==> config.mk <==
export PLATFORM = sky130hd
export DESIGN_NAME = clk_switch_seq
export DESIGN_NICKNAME = d
export VERILOG_FILES = /design/src/rtl/clk_switch_seq.sv
export SDC_FILE = /design/constraint.sdc
export NUM_CORES = 1
export LEC_CHECK = 0
export CAP_MARGIN = 10
export CELL_PAD_IN_SITES_DETAIL_PLACEMENT = 0
export CELL_PAD_IN_SITES_GLOBAL_PLACEMENT = 1
export CORE_MARGIN = 2
export CORE_UTILIZATION = 38
export DETAILED_ROUTE_END_ITERATION = 10
export PLACE_DENSITY_LB_ADDON = 0.1
export SKIP_LAST_GASP = 1
export SYNTH_ARGS = -nofsm -noshare
export SYNTH_HDL_FRONTEND = slang
export SYNTH_SLANG_ARGS = --single-unit
export TNS_END_PERCENT = 10
==> constraint.sdc <==
create_clock -name HCLK -period 1.6 [get_ports HCLK]
set_input_delay 0.24 -clock HCLK [delete_from_list [all_inputs] [get_ports HCLK]]
set_output_delay 0.24 -clock HCLK [all_outputs]
set_load 0.02 [all_outputs]
==> src/rtl/clk_switch_seq.sv <==
// clk_switch_seq: glitch-safe clock reconfiguration sequencer.
// Applies a requested clock configuration in this order: park on HSI,
// enable the PLL and wait for lock (when needed), change the
// source/divider selects, then release to the target source.
// In IDLE it watches the PLL lock and falls back to HSI if lock is lost.
// Optional macro CLKSEQ_LOCK_TIMEOUT_EN: builds the PLL lock timeout
// counter and the PLL_WAIT abort path. Without it, PLL_WAIT waits for lock
// indefinitely.

package clk_switch_seq_pkg;

  localparam int unsigned CFG_W = 6;
  localparam int unsigned CNT_W = 16;

  // Mux/divider select payload, same bit layout as req_cfg/cfg_out
  typedef struct packed {
    logic       hsisel;
    logic       divbypass;
    logic       pllbypass;
    logic       pllsrc;
    logic [1:0] plldiv;
  } clk_cfg_t;

  typedef enum logic [2:0] {
    ST_IDLE     = 3'd0,
    ST_PARK     = 3'd1,
    ST_PLL_WAIT = 3'd2,
    ST_CFG      = 3'd3,
    ST_RELEASE  = 3'd4
  } state_t;

endpackage

module clk_switch_seq
  import clk_switch_seq_pkg::*;
#(
  parameter int unsigned SETTLE_CYCLES = 8,
  parameter int unsigned LOCK_TIMEOUT  = 1024
) (
  input  logic             HCLK,
  input  logic             HRESETn,
  input  logic             req_valid,
  output logic             req_ready,
  input  logic [CFG_W-1:0] req_cfg,
  input  logic             pll_lock,
  output logic [CFG_W-1:0] cfg_out,
  output logic             pll_ena,
  output logic             busy,
  output logic             done,
  output logic             lock_err
);

  localparam logic [CNT_W-1:0] SETTLE_LAST = CNT_W'(SETTLE_CYCLES - 1);

  // Reject out-of-range parameters at elaboration
  if (SETTLE_CYCLES == 0 || SETTLE_CYCLES > 65535 ||
      LOCK_TIMEOUT == 0 || LOCK_TIMEOUT > 65535) begin : g_param_check
    $error("clk_switch_seq: SETTLE_CYCLES/LOCK_TIMEOUT out of range 1..65535");
  end

  state_t           state_q, state_d;
  logic [CNT_W-1:0] cnt_q, cnt_d;
  clk_cfg_t         tgt_q, tgt_d;
  logic             pll_needed_q, pll_needed_d;
  clk_cfg_t         cfg_q, cfg_d;
  logic             pll_ena_q, pll_ena_d;
  logic             busy_q, busy_d;
  logic             done_q, done_d;
  logic             lock_err_q, lock_err_d;
  logic             req_ready_q, req_ready_d;

  logic             lock_meta_q, lock_sync_q, lock_prev_q;
  logic             lock_fall;
  logic             accept;

`ifdef CLKSEQ_LOCK_TIMEOUT_EN
  localparam logic [CNT_W-1:0] LOCK_LAST = CNT_W'(LOCK_TIMEOUT - 1);
  logic [CNT_W-1:0] tmo_cnt_q;
`endif

  assign req_ready = req_ready_q;
  assign cfg_out   = cfg_q;
  assign pll_ena   = pll_ena_q;
  assign busy      = busy_q;
  assign done      = done_q;
  assign lock_err  = lock_err_q;

  assign accept    = req_valid & req_ready_q;
  assign lock_fall = lock_prev_q & ~lock_sync_q;

  // Two-flop synchronizer for the async PLL lock, plus a delayed copy for edge detect
  always_ff @(posedge HCLK or negedge HRESETn) begin
    if (!HRESETn) begin
      lock_meta_q <= 1'b0;
      lock_sync_q <= 1'b0;
      lock_prev_q <= 1'b0;
    end else begin
      lock_meta_q <= pll_lock;
      lock_sync_q <= lock_meta_q;
      lock_prev_q <= lock_sync_q;
    end
  end

`ifdef CLKSEQ_LOCK_TIMEOUT_EN
  // Lock wait timer: zero on PLL_WAIT entry, counts every cycle spent there
  always_ff @(posedge HCLK or negedge HRESETn) begin
    if (!HRESETn) begin
      tmo_cnt_q <= '0;
    end else if (state_q == ST_PLL_WAIT) begin
      tmo_cnt_q <= tmo_cnt_q + CNT_W'(1);
    end else begin
      tmo_cnt_q <= '0;
    end
  end
`endif

  // State and registered-output flops
  always_ff @(posedge HCLK or negedge HRESETn) begin
    if (!HRESETn) begin
      state_q      <= ST_IDLE;
      cnt_q        <= '0;
      tgt_q        <= '0;
      pll_needed_q <= 1'b0;
      cfg_q        <= '0;
      pll_ena_q    <= 1'b0;
      busy_q       <= 1'b0;
      done_q       <= 1'b0;
      lock_err_q   <= 1'b0;
      req_ready_q  <= 1'b1;
    end else begin
      state_q      <= state_d;
      cnt_q        <= cnt_d;
      tgt_q        <= tgt_d;
      pll_needed_q <= pll_needed_d;
      cfg_q        <= cfg_d;
      pll_ena_q    <= pll_ena_d;
      busy_q       <= busy_d;
      done_q       <= done_d;
      lock_err_q   <= lock_err_d;
      req_ready_q  <= req_ready_d;
    end
  end

  // Next state and next values of every registered output
  always_comb begin
    state_d      = state_q;
    cnt_d        = cnt_q + CNT_W'(1);
    tgt_d        = tgt_q;
    pll_needed_d = pll_needed_q;
    cfg_d        = cfg_q;
    pll_ena_d    = pll_ena_q;
    busy_d       = busy_q;
    done_d       = 1'b0;
    lock_err_d   = lock_err_q;

    case (state_q)
      ST_IDLE: begin
        cnt_d = '0;
        if (accept) begin
          tgt_d        = clk_cfg_t'(req_cfg);
          pll_needed_d = req_cfg[5] & req_cfg[3];
          lock_err_d   = 1'b0;
          cfg_d.hsisel = 1'b0;
          busy_d       = 1'b1;
          state_d      = ST_PARK;
        end else if (pll_ena_q && cfg_q.hsisel && cfg_q.pllbypass && lock_fall) begin
          // Running from the PLL and lock dropped: fall back to HSI
          cfg_d.hsisel = 1'b0;
          lock_err_d   = 1'b1;
        end
      end

      ST_PARK: begin
        if (cnt_q == SETTLE_LAST) begin
          cnt_d = '0;
          if (pll_needed_q) begin
            pll_ena_d = 1'b1;
            state_d   = ST_PLL_WAIT;
          end else begin
            pll_ena_d = 1'b0;
            cfg_d     = clk_cfg_t'({cfg_q.hsisel, tgt_q[CFG_W-2:0]});
            state_d   = ST_CFG;
          end
        end
      end

      ST_PLL_WAIT: begin
        cnt_d = '0;
        if (lock_sync_q) begin
          cfg_d   = clk_cfg_t'({cfg_q.hsisel, tgt_q[CFG_W-2:0]});
          state_d = ST_CFG;
        end
`ifdef CLKSEQ_LOCK_TIMEOUT_EN
        else if (tmo_cnt_q == LOCK_LAST) begin
          // PLL never locked: stay parked on HSI and report
          lock_err_d = 1'b1;
          pll_ena_d  = 1'b0;
          done_d     = 1'b1;
          busy_d     = 1'b0;
          state_d    = ST_IDLE;
        end
`endif
      end

      ST_CFG: begin
        if (cnt_q == SETTLE_LAST) begin
          cnt_d        = '0;
          cfg_d.hsisel = tgt_q.hsisel;
          state_d      = ST_RELEASE;
        end
      end

      ST_RELEASE: begin
        if (cnt_q == SETTLE_LAST) begin
          cnt_d   = '0;
          done_d  = 1'b1;
          busy_d  = 1'b0;
          state_d = ST_IDLE;
        end
      end

      default: begin
        cnt_d   = '0;
        busy_d  = 1'b0;
        state_d = ST_IDLE;
      end
    endcase

    req_ready_d = (state_d == ST_IDLE);
  end

endmodule
==> results <==
- The flow ran to the end, but the final reports show violations.
- The start point of the worst hold path is lock_meta_q$_DFF_PN0_.
- The worst reg2reg path endpoint is cnt_q[15]$_DFF_PN0_.
- The final period utilization is 1.04.
- The total power density per cell area is 1350 mW/mm2.
- The area added between synthesis and finish is 36.5%.
- The final-report setup violation count is 8.
- The post-detailed-placement half-perimeter wirelength is 2.81 mm.
- The first global-routing pass estimated 6.52 mm of wire.
- In this run, CTS created clock tree buffers numbering 5.
- Counting instances, the worst hold path has a depth of 0.
- For this run, the post-layout net count is 239.
- The most common flop cell mapped by yosys is dfrtp_1.
- At the pin with the least slew margin, the transition time is 416 ps.
- The clock latency at the later pin of the worst-skew pair is 290 ps.
- When the netlist entered floorplanning its net count stood at 186.
- The effective utilization at floorplan is 0.400.
- The initial antenna violation count came to 0.
- The overall track demand over capacity in global routing is 0.163.
- The number of endpoints with negative hold slack in the final report is 0.
- Clock-pin slew was measured on the worst setup and hold paths at 80 ps.
- The number of cells on the worst reg-to-reg path is 4.
- The worst min-delay path class is flip-flop to flip-flop.
- Total power for the finished layout comes to 3.29 mW.
- The number of distinct library cells after synthesis is 35.
- The utilization of the core after routing is 0.546.
- The total congestion overflow after global routing is 0.
- Setup repair after global routing could not meet its margin everywhere.
- The number of iterations in the first detailed-routing pass is 4.
- The worst-case IR drop observed on VDD is 0.725 mV.
- The count of buffers added on input and output ports is 20.
- The clock tree from TritonCTS is done.
- During synthesis, Yosys emitted a total of 0 warnings.
- The final antenna-violating net count is 0.
- The setup check on the worst reg-to-reg path leaves a slack of -70 ps.
- The routed design has 3.86 mm of wire.
- The number of DRC violations after detailed-routing iteration 0 is 73.
- The mean instance size in the synthesized netlist is 10.2 um2.
- The setup clock skew after layout is 8.22 ps.
- The number of max-capacitance violations reported is 0.
- The count of flip-flops with a built-in enable after synthesis is 0.
- For the worst setup path, the data arrival time is 1900 ps.
- The tree is rooted in a clkbuf_8.
- For the worst setup path, the data required time is 1830 ps.
- The count of H-tree levels built during CTS is 2.
- The diode insertion count for antenna repair is 0.
- The static leakage is 1.10 nW.
- The kind of start point of the critical path is a flip-flop.
- For this run, design rule violations remaining after detail routing come to 0.
- The number of vias in the routed layout is 1,447.
- The critical register-to-register path startpoint is cnt_q[9]$_DFF_PN0_.
- In the final routed layout, each cell accounts on average for 13.7 um.
- The region available for standard cell placement spans 0.00444 mm2.
- Entering global routing, the biggest net connects 19 pins.
- The share of the yosys chip area belonging to registers is 0.564.
- The sink of the worst hold path is lock_sync_q$_DFF_PN0_.
- The proportion of register bits with asynchronous set or reset after synthesis is 1.00.
- For the finished layout, the period the worst path requires is 1670 ps.
- The final reports fail on setup timing.
- The synthesis-stage register bit count is 40.
- The total of fill cells in the finished design is 385.
- The detail-routed via count per cell is 5.15.
- The synthesized instance count is 175.
- Pin placement for this block handled 21 I/O pins.
- The worst setup timing slack at the placement stage is -92.1 ps.
- STA classifies the critical path endpoint as a flip-flop.
- The critical path is of the flip-flop to flip-flop type.
- The final-layout worst hold slack is 341 ps.
- Clock tree synthesis found a total of 40 sinks.
- The maximum clock frequency is 599 MHz.
- The post-synth design cell area is 0.00178 mm2.
- The die is 72.4 um wide.
- Across all setup checks in the final design, the least slack found is -70.1 ps.
- The number of max-slew violations in the final report is 0.
- The worst pin sits at a relative slew slack of 0.719.
- At the end of routability-driven placement, the weighted congestion stood at 0.802.
- The floorplan step defined a die boundary enclosing 0.00524 mm2.
- The number of global-route vias before repair is 1,426.
- The share of cells above drive strength 1 is 0.258.
- The maximum clock path buffer count is 2.
- After floorplanning, the core was divided into 24 placement rows.
- The final-layout setup total negative slack is -299 ps.
- Along the worst path, the maximum fanout reaches 4.
- From bottom edge to top edge, the die measures 72.4 um.
==> where the power goes <==
part           internal, mW  switching [mW]  total (mW)
registers              1.26           0.187        1.45
logic                 0.549           0.592        1.14
clock network         0.344           0.354       0.699
==> cell usage after synthesis (2+ instances only) <==
library cell	n	area, um2
a21oi_1	5	25.0
and2_1	2	12.5
clkbuf_1	3	11.3
dfrtp_1	39	976
inv_1	6	22.5
mux2_2	6	67.6
nand2_1	28	105
nand3_1	9	45.0
nand4_1	3	18.8
nand4_2	2	25.0
nor2_1	23	86.3
nor3_1	6	30.0
nor4_1	4	25.0
o21ai_0	5	25.0
o21ai_2	2	17.5
o31ai_1	3	22.5
xnor2_1	10	87.6
xor2_1	2	17.5
==> area by class of cell <==
cell class | count | area, um2 | share of cell area
clock inverter | 2 | 10.0 | 0.00413
inverter | 6 | 22.5 | 0.00928
sequential | 40 | 1000 | 0.414
timing repair buffer | 51 | 454 | 0.187
multi-input combinational | 124 | 787 | 0.324
clock buffer | 6 | 82.6 | 0.0340
tap | 52 | 65.1 | 0.0268
==> cells by family (layout without fill, tap and decap cells) <==
logic type | count (synthesis) | after routing | share of synthesized area
adders and majority gates | 1 | 1 | 0.00704
buffers and inverters | 11 | 65 | 0.0246
and+or+nand+nor | 86 | 86 | 0.239
AOI/OAI and AO/OA | 19 | 19 | 0.0690
xor gates and xnor gates | 12 | 12 | 0.0591
muxes | 6 | 6 | 0.0380
DFF | 40 | 40 | 0.564
==> registers in the layout, indices dropped and copies added, names as in the netlist <==
register,flops
cnt_q,16
cfg_out,6
tgt_q,6
state_q,3
busy,1
done,1
lock_err,1
lock_meta_q,1
lock_prev_q,1
lock_sync_q,1
pll_ena,1
pll_needed_q,1
req_ready,1
==> cells in the final DEF (no fill, tap or decap), types with 2 or more instances in the layout <==
master           synthesis  final
dfrtp_1                 39     37
nand2_1                 28     28
buf_4                    0     28
nor2_1                  23     23
clkdlybuf4s50_1          0     18
xnor2_1                 10     10
nand3_1                  9      9
inv_1                    6      6
nor3_1                   6      6
mux2_2                   6      6
clkbuf_8                 0      6
o21ai_0                  5      5
a21oi_1                  5      4
nand4_1                  3      3
o31ai_1                  3      3
and2_1                   2      2
nor4_4                   0      2
nor4_1                   4      2
xor2_1                   2      2
clkinv_2                 0      2
dfrtp_2                  0      2
buf_12                   0      2
==> worst max path at each step <==
| stage | startpoint | slack, ps | end |
|---|---|---|---|
| 2_1_floorplan | cnt_q[0]$_DFF_PN0_ | -20 | cfg_out[0]$_DFFE_PN0P_ |
| 3_3_place_gp | cnt_q[1]$_DFF_PN0_ | -50 | pll_ena$_DFFE_PN0P_ |
| 3_5_place_dp | cnt_q[9]$_DFF_PN0_ | -90 | cnt_q[15]$_DFF_PN0_ |
| 4_1_cts | cnt_q[9]$_DFF_PN0_ | -90 | cnt_q[15]$_DFF_PN0_ |
| 5_1_grt | cnt_q[9]$_DFF_PN0_ | -160 | cnt_q[15]$_DFF_PN0_ |
| 6_report | cnt_q[9]$_DFF_PN0_ | -70 | cnt_q[15]$_DFF_PN0_ |
==> metal layers <==
layer | GRT usage | part of all wire
met4 | 0.0617 | 0.012
met3 | 0.0375 | 0.041
met1 | 0.186 | 0.44
met2 | 0.295 | 0.51
met5 | 0 | 0
==> metrics by stage <==
| step | cell area (um2) | std cells |
|---|---|---|
| global route | 2430 | 281 |
| floorplan | 1830 | 175 |
| detailed placement | 2310 | 270 |
| finish | 2430 | 281 |
| global placement | 2310 | 270 |
| CTS | 2410 | 279 |
==> timing repair <==
action | in CTS | in global routing
endpoints found under the hold margin | 15 | 0
hold buffers | 1 | 0
cloned | 0 | 0
buffers inserted | 0 | 2
resized for setup | 2 | 0
setup endpoints to repair | 9 | 25
==> critical path, cell delays in order (launching register included) <==
cell     delay (ps)
dfrtp_1         430
nand4_2         110
or3_4           400
or4b_1          510
a21oi_2         160
No activity file was read; power rests on OpenSTA's default activity.
